[src/rtl/ram_arbiter.sv]
// ram_arbiter: shares the single-port word RAM between instruction fetch and
// the load/store/AMO unit. Round-robin between the two ports. While dlock is
// held by the data port, the instruction port cannot win the RAM, which keeps
// AMO read-modify-write sequences atomic.
//
// Ports:
//   CLK, nRST                   clock, asynchronous active-low reset
//   iren, iaddr                 instruction read request (held until iready)
//   iload, iready               instruction read data, one-cycle completion pulse
//   dren, dwen, daddr, dstore,  data read/write request (held until dready),
//   dwidth, dlock               access width, data-port ownership lock
//   dload, dready               data read data, one-cycle completion pulse
//   ram_addr, ram_store,        registered command to the RAM wrapper
//   ram_wen, ram_width
//   ram_load                    RAM read data, valid READ_LAT cycles after the address
module ram_arbiter #(
  parameter int unsigned ADDR_WIDTH = 32,
  parameter int unsigned READ_LAT   = 1
) (
  input  logic                  CLK,
  input  logic                  nRST,
  input  logic                  iren,
  input  logic [ADDR_WIDTH-1:0] iaddr,
  output logic [31:0]           iload,
  output logic                  iready,
  input  logic                  dren,
  input  logic                  dwen,
  input  logic [ADDR_WIDTH-1:0] daddr,
  input  logic [31:0]           dstore,
  input  logic [1:0]            dwidth,
  input  logic                  dlock,
  output logic [31:0]           dload,
  output logic                  dready,
  output logic [ADDR_WIDTH-1:0] ram_addr,
  output logic [31:0]           ram_store,
  output logic                  ram_wen,
  output logic [1:0]            ram_width,
  input  logic [31:0]           ram_load
);

  localparam int unsigned CNT_W = 2;

  typedef enum logic [1:0] {IDLE, ACCESS, WAIT, RESP} state_t;
  typedef enum logic {INSTR, DATA} port_t;

  state_t                state, state_n;
  port_t                 last_grant, last_grant_n;
  port_t                 owner, owner_n;
  logic                  is_wr, is_wr_n;
  logic [CNT_W-1:0]      cnt, cnt_n;
  logic [ADDR_WIDTH-1:0] ram_addr_n;
  logic [31:0]           ram_store_n;
  logic                  ram_wen_n;
  logic [1:0]            ram_width_n;
  logic [31:0]           iload_n, dload_n;
  logic                  iready_n, dready_n;

  logic req_i_c, req_d_c, grant_d_c;

  // State and registered outputs
  always_ff @(posedge CLK or negedge nRST) begin
    if (!nRST) begin
      state      <= IDLE;
      last_grant <= INSTR;
      owner      <= INSTR;
      is_wr      <= 1'b0;
      cnt        <= '0;
      ram_addr   <= '0;
      ram_store  <= '0;
      ram_wen    <= 1'b0;
      ram_width  <= '0;
      iload      <= '0;
      dload      <= '0;
      iready     <= 1'b0;
      dready     <= 1'b0;
    end else begin
      state      <= state_n;
      last_grant <= last_grant_n;
      owner      <= owner_n;
      is_wr      <= is_wr_n;
      cnt        <= cnt_n;
      ram_addr   <= ram_addr_n;
      ram_store  <= ram_store_n;
      ram_wen    <= ram_wen_n;
      ram_width  <= ram_width_n;
      iload      <= iload_n;
      dload      <= dload_n;
      iready     <= iready_n;
      dready     <= dready_n;
    end
  end

  // Arbitration, access sequencing and next-state logic
  always_comb begin
    state_n      = state;
    last_grant_n = last_grant;
    owner_n      = owner;
    is_wr_n      = is_wr;
    cnt_n        = cnt;
    ram_addr_n   = ram_addr;
    ram_store_n  = ram_store;
    ram_wen_n    = 1'b0;
    ram_width_n  = ram_width;
    iload_n      = iload;
    dload_n      = dload;
    iready_n     = 1'b0;
    dready_n     = 1'b0;

    // A locked data owner masks the instruction port even when the data port is idle
    req_i_c   = iren && !(dlock && (last_grant == DATA));
    req_d_c   = dren || dwen;
    grant_d_c = req_d_c && (!req_i_c || (last_grant == INSTR));

    unique case (state)
      IDLE: begin
        if (req_i_c || req_d_c) begin
          if (grant_d_c) begin
            owner_n      = DATA;
            last_grant_n = DATA;
            ram_addr_n   = daddr;
            ram_width_n  = dwidth;
            ram_store_n  = dstore;
            ram_wen_n    = dwen;
            is_wr_n      = dwen;
          end else begin
            owner_n      = INSTR;
            last_grant_n = INSTR;
            ram_addr_n   = iaddr;
            ram_width_n  = 2'b10;
            is_wr_n      = 1'b0;
          end
          state_n = ACCESS;
        end
      end

      ACCESS: begin
        if (is_wr) begin
          // Ready is registered, so it is raised on entry to RESP
          dready_n = (owner == DATA);
          iready_n = (owner == INSTR);
          state_n  = RESP;
        end else begin
          cnt_n   = CNT_W'(READ_LAT - 1);
          state_n = WAIT;
        end
      end

      WAIT: begin
        if (cnt == '0) begin
          if (owner == DATA) begin
            dload_n  = ram_load;
            dready_n = 1'b1;
          end else begin
            iload_n  = ram_load;
            iready_n = 1'b1;
          end
          state_n = RESP;
        end else begin
          cnt_n = cnt - CNT_W'(1);
        end
      end

      RESP: begin
        state_n = IDLE;
      end

      default: begin
        state_n = IDLE;
      end
    endcase
  end

endmodule

[config.mk]
export PLATFORM = sky130hd
export DESIGN_NAME = ram_arbiter
export DESIGN_NICKNAME = d
export VERILOG_FILES = /design/src/rtl/ram_arbiter.sv
export SDC_FILE = /design/constraint.sdc
export NUM_CORES = 1
export LEC_CHECK = 0
export CORE_MARGIN = 2
export CORE_UTILIZATION = 44
export CTS_BUF_LIST = sky130_fd_sc_hd__clkbuf_16
export DETAILED_ROUTE_END_ITERATION = 6
export GPL_TIMING_DRIVEN = 0
export PLACE_DENSITY = 0.86
export SLEW_MARGIN = 30
export SYNTH_ARGS = -nofsm -noshare
export SYNTH_HDL_FRONTEND = slang
export SYNTH_SLANG_ARGS = --single-unit
[constraint.sdc]
create_clock -name CLK -period 5.37 [get_ports CLK]
set_clock_uncertainty 0.2 [all_clocks]
set_input_delay 1.074 -clock CLK [delete_from_list [all_inputs] [get_ports CLK]]
set_output_delay 1.074 -clock CLK [all_outputs]
set_load 0.01 [all_outputs]
**Word-level counts from Yosys, hierarchy flattened**

Cells that the tools add are included.

- Add/sub/neg operators: 1
- Equal/unequal tests: 7
- Muxes and demuxes: 21
- Bitwise logic cells: 1
- Reduce and logical (&&, ||, !) cells: 17

Operators with widths:

| kind | number |
|---|---|
| $mux 32 | 1 |
| $reduce_and 3->1 | 4 |
| $mux 1 | 11 |
| $mux 2 | 5 |
| $ne 2x2->1 const B | 4 |
| $pmux 2 s4 | 1 |
| $eq 2x2->1 const B | 2 |
| $logic_not 2->1 | 2 |
| $pmux 1 s2 | 2 |
| $pmux 2 s2 | 1 |
| $reduce_and 2->1 | 2 |
| $logic_and 1x1->1 | 3 |
| $logic_or 1x1->1 | 3 |
| $eq 2x1->1 const B | 1 |
| $logic_not 1->1 | 2 |
| $reduce_bool 2->1 | 1 |
| $sub 2x1->2 const B | 1 |
| $not 1->1 | 1 |

- Bits in registers: 139
- Input port bits: 136
- Output and inout port bits: 133

**Logic depth before layout (Yosys ltp)**

Gate-level depths: netlist of run 1.

- Depth in word-level cells: 9
- Mapped depth: 7
- Gate-level depth less buffers: 6

**Worst setup path after synthesis of run 1**

No wires, ideal clock.

- Kind: input to register
- From: in dlock
- To: reg ram_store[10]
- Setup time: 0.125 ns
- Arrival: 1.988 ns
- Required time: 5.045 ns
- Slack: 3.057 ns
- Stages: 5
- Cell sequence: nand3b_1 nand2_4 nor2_4 buf_6 mux2_2

- Word-level cells in the longest chain between the ends: 7

RTL lines:

| element | RTL line | RTL |
|---|---|---|
| start, declared | 31 | `input logic dlock,` |
| $logic_and 1x1->1 * | 110 | `req_i_c = iren && !(dlock && (last_grant == DATA));` |
| $logic_not 1->1 * | 110 |  |
| $logic_and 1x1->1 * | 110 |  |
| $logic_not 1->1 | 112 | `grant_d_c = req_d_c && (!req_i_c \|\| (last_grant == INSTR));` |
| $logic_or 1x1->1 | 112 |  |
| $logic_and 1x1->1 | 112 |  |
| $reduce_and 3->1 (no line) * | n/a |  |
| end signal, assigned | 83 | `ram_store <= ram_store_n;` |
| end, declared | 35 | `output logic [31:0] ram_store,` |

Every way passes the cells marked *; elsewhere a longest branch is shown, timed or not.
A chain may end at the register's enable or synchronous reset.

**Worst setup path in the final report of run 1**

- From: reg ram_addr[10]
- To: out ram_addr[10]

RTL lines:

| element | RTL line | RTL |
|---|---|---|
| start, declared | 34 | `output logic [ADDR_WIDTH-1:0] ram_addr,` |
| start signal, assigned | 82 | `ram_addr <= ram_addr_n;` |

No word-level cell between the ends.

==> impl_results.md, run 1 <==
- Outcome: complete, no violations
- HP Class: register to register
- Worst Path Buf+Inv: 1
- Seq cells post-synth: 139
- CP Capture Type: output port
- Slew Limit Fails: 0
- TritonCTS Buffers: 17
- Vias/cell: 4.85
- Hold Fails Final Rpt: 0
- Row cnt: slightly above 40
- First-pass DRT Iterations: 4
- Setup Fix Bufs, Post-CTS: 0
- Synthesized cell area: between 5000 and 6000 sq um
- Final GP Congestion: ~0.81
- Minimum clock period after layout: between 2 and 3 ns
- Unrepaired setup endpoints after global routing: no
- Clock buffer depth: 2
- ANT nets after route: 0
- H-tree Lvls: 4
- P&R area growth vs syn: 63.1%
- Core area: about 13000 sq um
- Dominant synthesized flop cell: dfrtp_1
- Die width: between 100 and 150 microns
- Slew HR: 0.666
- Setup TNS: 0 ns
- Vias in the first global route: ~4600
- Post-DP HPWL: about 11000 microns
- Routed Wire Length: approximately 15000 microns
- Post-synth EDFFs: 0
- Max-cap viol count: 0
- DR WL/cell: around 17 microns
- CP Data Required Time: roughly 4 ns
- GRT Overall Usage: 0.224
- # hold bufs at CTS: 0
- CP peak stage delay: roughly 0.59 ns
- Synth cell types: 28
- Fin crit share: 0.491
- PortBufs: ~270
- CTS tree: built
- Share of post-route cells with drive strength above 1: 0.199
- Static Leak: 3.90 nW
- Synthesis Warnings: 0
- Total power: 5.49 mW
- Async SR Flop Fraction: 1.00
- Setup violators final: 0
- NumNets Final: 824
- Die height: approximately 120 microns
- CP max stage cell: clkdlybuf4s50_1
- Final Util: 0.728
- FMAX: ~0.38 GHz
- Initial antenna violation count: 0
- Worst-skew pair later-pin latency: ~0.41 ns
- Drt drc: 0
- CTS clk-pin slew, worst paths: 0.05 ns
- Die area: around 14000 sq um
- CP Launch Type: register
- Sequential fraction of the synthesis area: 0.623
- Largest net degree at the start of global routing: between 70 and 80
- Clock root buffer: clkbuf_16
- Worst hold slack: 0.276 ns
- Sinks on Clock Net: around 140
- Syn avg cell area: 14.1 sq um
- Syn Inst Count: 396
- Iter 0 DRT Violations: between 200 and 250
- Maximum VDD drop: 0.363 mV
- Power density cells: roughly 600 nW/um^2
- N_diodes: 0
- Mapped Nets: roughly 540
- Initial Util: 0.446
- Worst slew pin tran: between 0.5 and 0.6 ns
- Routed vias: about 4200
- CP delay by family, top: buffers and inverters
- Post-cts resize count: 0
- Crit-path cells: clkdlybuf4s50_1
- GRT overflow: 0
- Setup Crit Path Kind: register to output port
- Worst-path fanout max: 2
- First-pass GRT wire length: ~23000 microns
- Boundary Pins: around 270
- CP Data Arrival Time: between 1 and 1.5 ns
==> area by class of cell <==
type	count	area, sq um
plain buffers	19	125
clock buffers	17	425
clock inverters	15	168
fillers	873	3410
inverters	7	26.3
multi-input cells	231	1950
flip-flops and latches	139	3480
well taps	172	215
repair buffers	269	2720
==> synth_stat cells, types with 2 or more instances <==
cell type / number / area share
dfrtp_1: 139 / 0.62
mux2_2: 93 / 0.19
nand2_1: 37 / 0.025
o21ai_0: 35 / 0.031
mux2i_1: 32 / 0.057
buf_2: 7 / 0.0063
inv_1: 7 / 0.0047
buf_4: 6 / 0.0081
ha_1: 4 / 0.0090
mux2_1: 4 / 0.0081
a22o_1: 3 / 0.0047
buf_6: 3 / 0.0061
clkbuf_1: 3 / 0.0020
nand3_1: 3 / 0.0027
nor2_1: 3 / 0.0020
a21o_1: 2 / 0.0027
a21oi_1: 2 / 0.0018
nand2b_1: 2 / 0.0022
o21ai_1: 2 / 0.0018
==> through the flow <==
stage	instance area, sq um	instances	setup WS (ns)
after floorplan	5580	396	3.06
after detailed placement	8510	837	2.39
after global placement	8480	836	-2.16
after CTS	9110	869	2.70
after global routing	9110	869	2.70
final	9110	869	2.73
==> registers in the layout, indices dropped and copies added, names as in the netlist, 2 cells and up <==
name,flops
ram_store,32
dload,32
ram_width,2
cnt,2
state,2
iload,32
ram_addr,32
==> power by group <==
| group | internal (mW) | switching (mW) | leakage [nW] |
|---|---|---|---|
| Sequential | 1.58 | 0.276 | 1.65 |
| Combinational | 1.48 | 0.988 | 1.94 |
| Clock | 0.761 | 0.409 | 0.309 |
| Total | 3.82 | 1.67 | 3.90 |
==> metal layers <==
| layer | global-route usage | wire (microns) |
|---|---|---|
| met4 | 0.107 | 443 |
| met1 | 0.238 | 5470 |
| met5 | 0 | 0 |
| met2 | 0.390 | 7680 |
| met3 | 0.0867 | 1380 |
==> worst reg2reg max path, cell delays in order, from the launching register on <==
cell	delay, ns
dfrtp_1	0.39
inv_1	0.08
ha_1	0.28
nand3_1	0.25
buf_2	0.32
mux2_2	0.38
==> logic make-up (layout without fill, tap and decap cells) <==
| kind of cell | after synthesis | in the layout | synth area share |
|---|---|---|---|
| multiplexers | 129 | 129 | 0.253 |
| AND/OR/NAND/NOR | 51 | 51 | 0.0410 |
| AO/OA/AOI/OAI | 47 | 47 | 0.0468 |
| flip-flops | 139 | 139 | 0.623 |
| adder cells (fa/ha/maj) | 4 | 4 | 0.00896 |
| buffers and inverters | 26 | 327 | 0.0271 |
==> placed cells by master, fill, tap and decap left out, drive strengths merged, types with 4 or more instances in the layout <==
cell	n
clkdlybuf4s50	267
bufinv	4
mux2i	32
buf	18
o21ai	38
clkinv	4
inv	13
ha	4
mux2	97
dfrtp	139
nor2	4
clkbuf	20
nand2	38
==> worst paths after layout <==
check	from	to	slack (ns)	depth (start not counted)
worst max-delay path	ram_addr[10]	ram_addr[10]	2.73	1
worst min-delay path	ram_addr[3]	ram_addr[3]	0.28	2
worst max register to register	state[0]	iload[3]	3.34	5
worst min register to register	ram_addr[3]	ram_addr[3]	0.28	2
max in group asynchronous	nRST	ram_store[5]	3.85	2
min in group asynchronous	nRST	iload[17]	0.39	1
Power figures use the tool's default switching activity.
==> run 2, diff against run 1 <==
--- a/config.mk
+++ b/config.mk
@@ -6,11 +6,11 @@
 export NUM_CORES = 1
 export LEC_CHECK = 0
 export CORE_MARGIN = 2
-export CORE_UTILIZATION = 44
+export CORE_UTILIZATION = 37
 export CTS_BUF_LIST = sky130_fd_sc_hd__clkbuf_16
 export DETAILED_ROUTE_END_ITERATION = 6
 export GPL_TIMING_DRIVEN = 0
-export PLACE_DENSITY = 0.86
+export PLACE_DENSITY = 0.77
 export SLEW_MARGIN = 30
 export SYNTH_ARGS = -nofsm -noshare
 export SYNTH_HDL_FRONTEND = slang
==> constraint.sdc (replaced) <==
create_clock -name CLK -period 2.4 [get_ports CLK]
set_clock_uncertainty 0.2 [all_clocks]
set_input_delay 0.48 -clock CLK [delete_from_list [all_inputs] [get_ports CLK]]
set_output_delay 0.48 -clock CLK [all_outputs]
set_load 0.01 [all_outputs]
==> run 2 against run 1 <==
  * Global-route usage fell by 3.4 points
  * Largest cell class unchanged
  * Sequential power up 120%
  * Critical path depth increased by 4
==> impl_results.md, run 2 (synthesized netlist as in run 1, its figures left out) <==
- Clock root buffer: clkbuf_16
- Slew Limit Fails: 0 (unchanged)
- Core area: 14600 sq um (+17%)
- Largest net degree at the start of global routing: 75 (-2.6%)
- CTS tree: built
- Most frequent cells in the layout: 267 x clkdlybuf4s50_1, 139 x dfrtp_1, 93 x mux2_2, 37 x nand2_1, 35 x o21ai_0
- Post-Layout Cell Count: 882 (+1.5%)
- Fillers: 1129 (+29%)
- Slew HR: 0.660 (-0.00612)
- Unrepaired setup endpoints after global routing: no
- Static Leak: 3.88 nW (-0.48%)
- Commonest non-fill, non-tap cell in the layout: clkdlybuf4s50_1
- Boundary Pins: 269 (unchanged)
- GRT overflow: 0 (unchanged)
- Drt drc: 0 (unchanged)
- Worst hold slack: 0.279 ns (+0.00219 ns)
- P&R area growth vs syn: 63.8%
- N_diodes: 0 (unchanged)
- Total power: 12.3 mW (+120%)
- Routed Wire Length: 14800 microns (-1.1%)
- Setup Fix Bufs, Post-CTS: 0 (unchanged)
- CP delay by family, top: buffers and inverters
- Max-cap viol count: 0 (unchanged)
- Worst slew pin tran: 0.510 ns (+0.00918 ns)
- Worst-path fanout max: 10 (+8)
- TritonCTS Buffers: 17 (unchanged)
- Row cnt: 44 (+7.3%)
- CP Data Arrival Time: 2.15 ns (+0.79 ns)
- Setup violators final: 0 (unchanged)
- Setup Crit Path Kind: register to register
- Hold Fails Final Rpt: 0 (unchanged)
- DR WL/cell: 16.8 microns (-2.5%)
- FMAX: just under 0.5 GHz
- Routed vias: 4229 (+0.40%)
- Sinks on Clock Net: 139 (unchanged)
- Fin crit share: 0.860
- Clock buffer depth: 2 (unchanged)
- Minimum clock period after layout: 2.06 ns
- CP Launch Type: register
- Share of post-route cells with drive strength above 1: 0.203 (+0.00401)
- Die height: 127 microns (+8.7%)
- CTS clk-pin slew, worst paths: 0.05 ns (about the same)
- Vias in the first global route: 4780 (+4.3%)
- Outcome: complete, no violations
- First-pass DRT Iterations: 4 (unchanged)
- Maximum VDD drop: 0.764 mV (+110%)
- DP Area: 8530 sq um (+0.18%)
- CP Capture Type: register
- CP max stage cell: dfrtp_1
- PortBufs: 268 (unchanged)
- Die width: 127 microns (+8.7%)
- Power density cells: 1350 nW/um^2 (+120%)
- Initial antenna violation count: 0 (unchanged)
- Design Area, Final: 9140 sq um (+0.41%)
- Placed Cells: 849 (+1.4%)
- CP peak stage delay: 0.41 ns (-0.18 ns)
- Post-DP HPWL: 11400 microns (-0.49%)
- CP Data Required Time: 2.49 ns (-1.61 ns)
- Worst-skew pair later-pin latency: 0.40 ns (about the same)
- Initial Util: 0.381 (-0.0648)
- ANT nets after route: 0 (unchanged)
- Final GP Congestion: 0.745 (-7.7%)
- Die area: 16100 sq um (+18%)
- Worst Path Buf+Inv: 2 (+1)
- Vias/cell: 4.79 (-1.1%)
- Post-cts resize count: 0 (unchanged)
- HP Class: register to register
- NumNets Final: 825 (+0.12%)
- First-pass GRT wire length: 23900 microns (+4.6%)
- H-tree Lvls: 4 (unchanged)
- GRT Overall Usage: 0.190 (-0.0336)
- Iter 0 DRT Violations: 103 (-50%)
- Crit-path cells: inv_1, ha_1, nand3_1, buf_2, mux2_2
-- run 2: changes by cell type in the layout (fill, tap and decap cells not counted), sizes merged --
cell         delta
clkinvlp        +2
dlygate4sd3     +1
inv             -6
clkinv          +4
-- run 2: path summary, 6_finish.rpt --
path                              start             to  slack (ns)  cells past startpoint
hold / removal             ram_addr[31]   ram_addr[31]        0.28                      2
min in group asynchronous          nRST      dload[14]        0.41                      2
setup / recovery               state[0]      dload[10]        0.34                      5
hold reg to reg            ram_addr[31]   ram_addr[31]        0.28                      2
max in group asynchronous          nRST  ram_store[13]        0.85                      3
setup reg to reg               state[0]      dload[10]        0.34                      5
-- run 2: per-stage QoR --
step | setup TNS [ns] | setup slack [ns] | utilization
floorplan | 0 | 0.629 | -
global placement | -640.12 | -4.62 | 0.580
detailed placement | 0 | 0.00767 | 0.582
CTS | 0 | 0.311 | 0.624
global route | 0 | 0.199 | 0.624
finish | 0 | 0.337 | 0.624
-- run 2: report_power, final --
part	internal (mW)	total (mW)	switching (mW)
registers	3.53	4.15	0.616
clock network	1.71	2.65	0.940
logic	3.31	5.50	2.19
-- run 2: what timing repair did --
| item | CTS | global route |
|---|---|---|
| hold buffers | 1 | 0 |
| hold endpoints to repair | 65 | 0 |
| setup endpoints to repair | 0 | 0 |
-- run 2: area by class of cell --
type                       instances  area (sq um)  share of cell area
clock buffer                      17           425              0.0465
multi-input combinational        231          1950               0.214
sequential                       139          3480               0.380
clock inverter                    15           180              0.0197
buffer                            19           125              0.0137
timing repair buffer             270          2730               0.298
tap                              184           230              0.0252
inverter                           7          26.3             0.00287
-- run 2: routing by layer --
metal / routed length, microns / global-route usage
met3: 1250 / 0.0734
met5: 0 / 0
met1: 5360 / 0.192
met4: 242 / 0.0666
met2: 7960 / 0.355
-- run 2: worst register-to-register path: cells and delay by family (launching register included) --
kind | cells | cell delay [ns]
muxes | 1 | 0.38
DFF | 1 | 0.41
adders and majority gates | 1 | 0.28
and+or+nand+nor | 1 | 0.26
buffers and inverters | 2 | 0.41
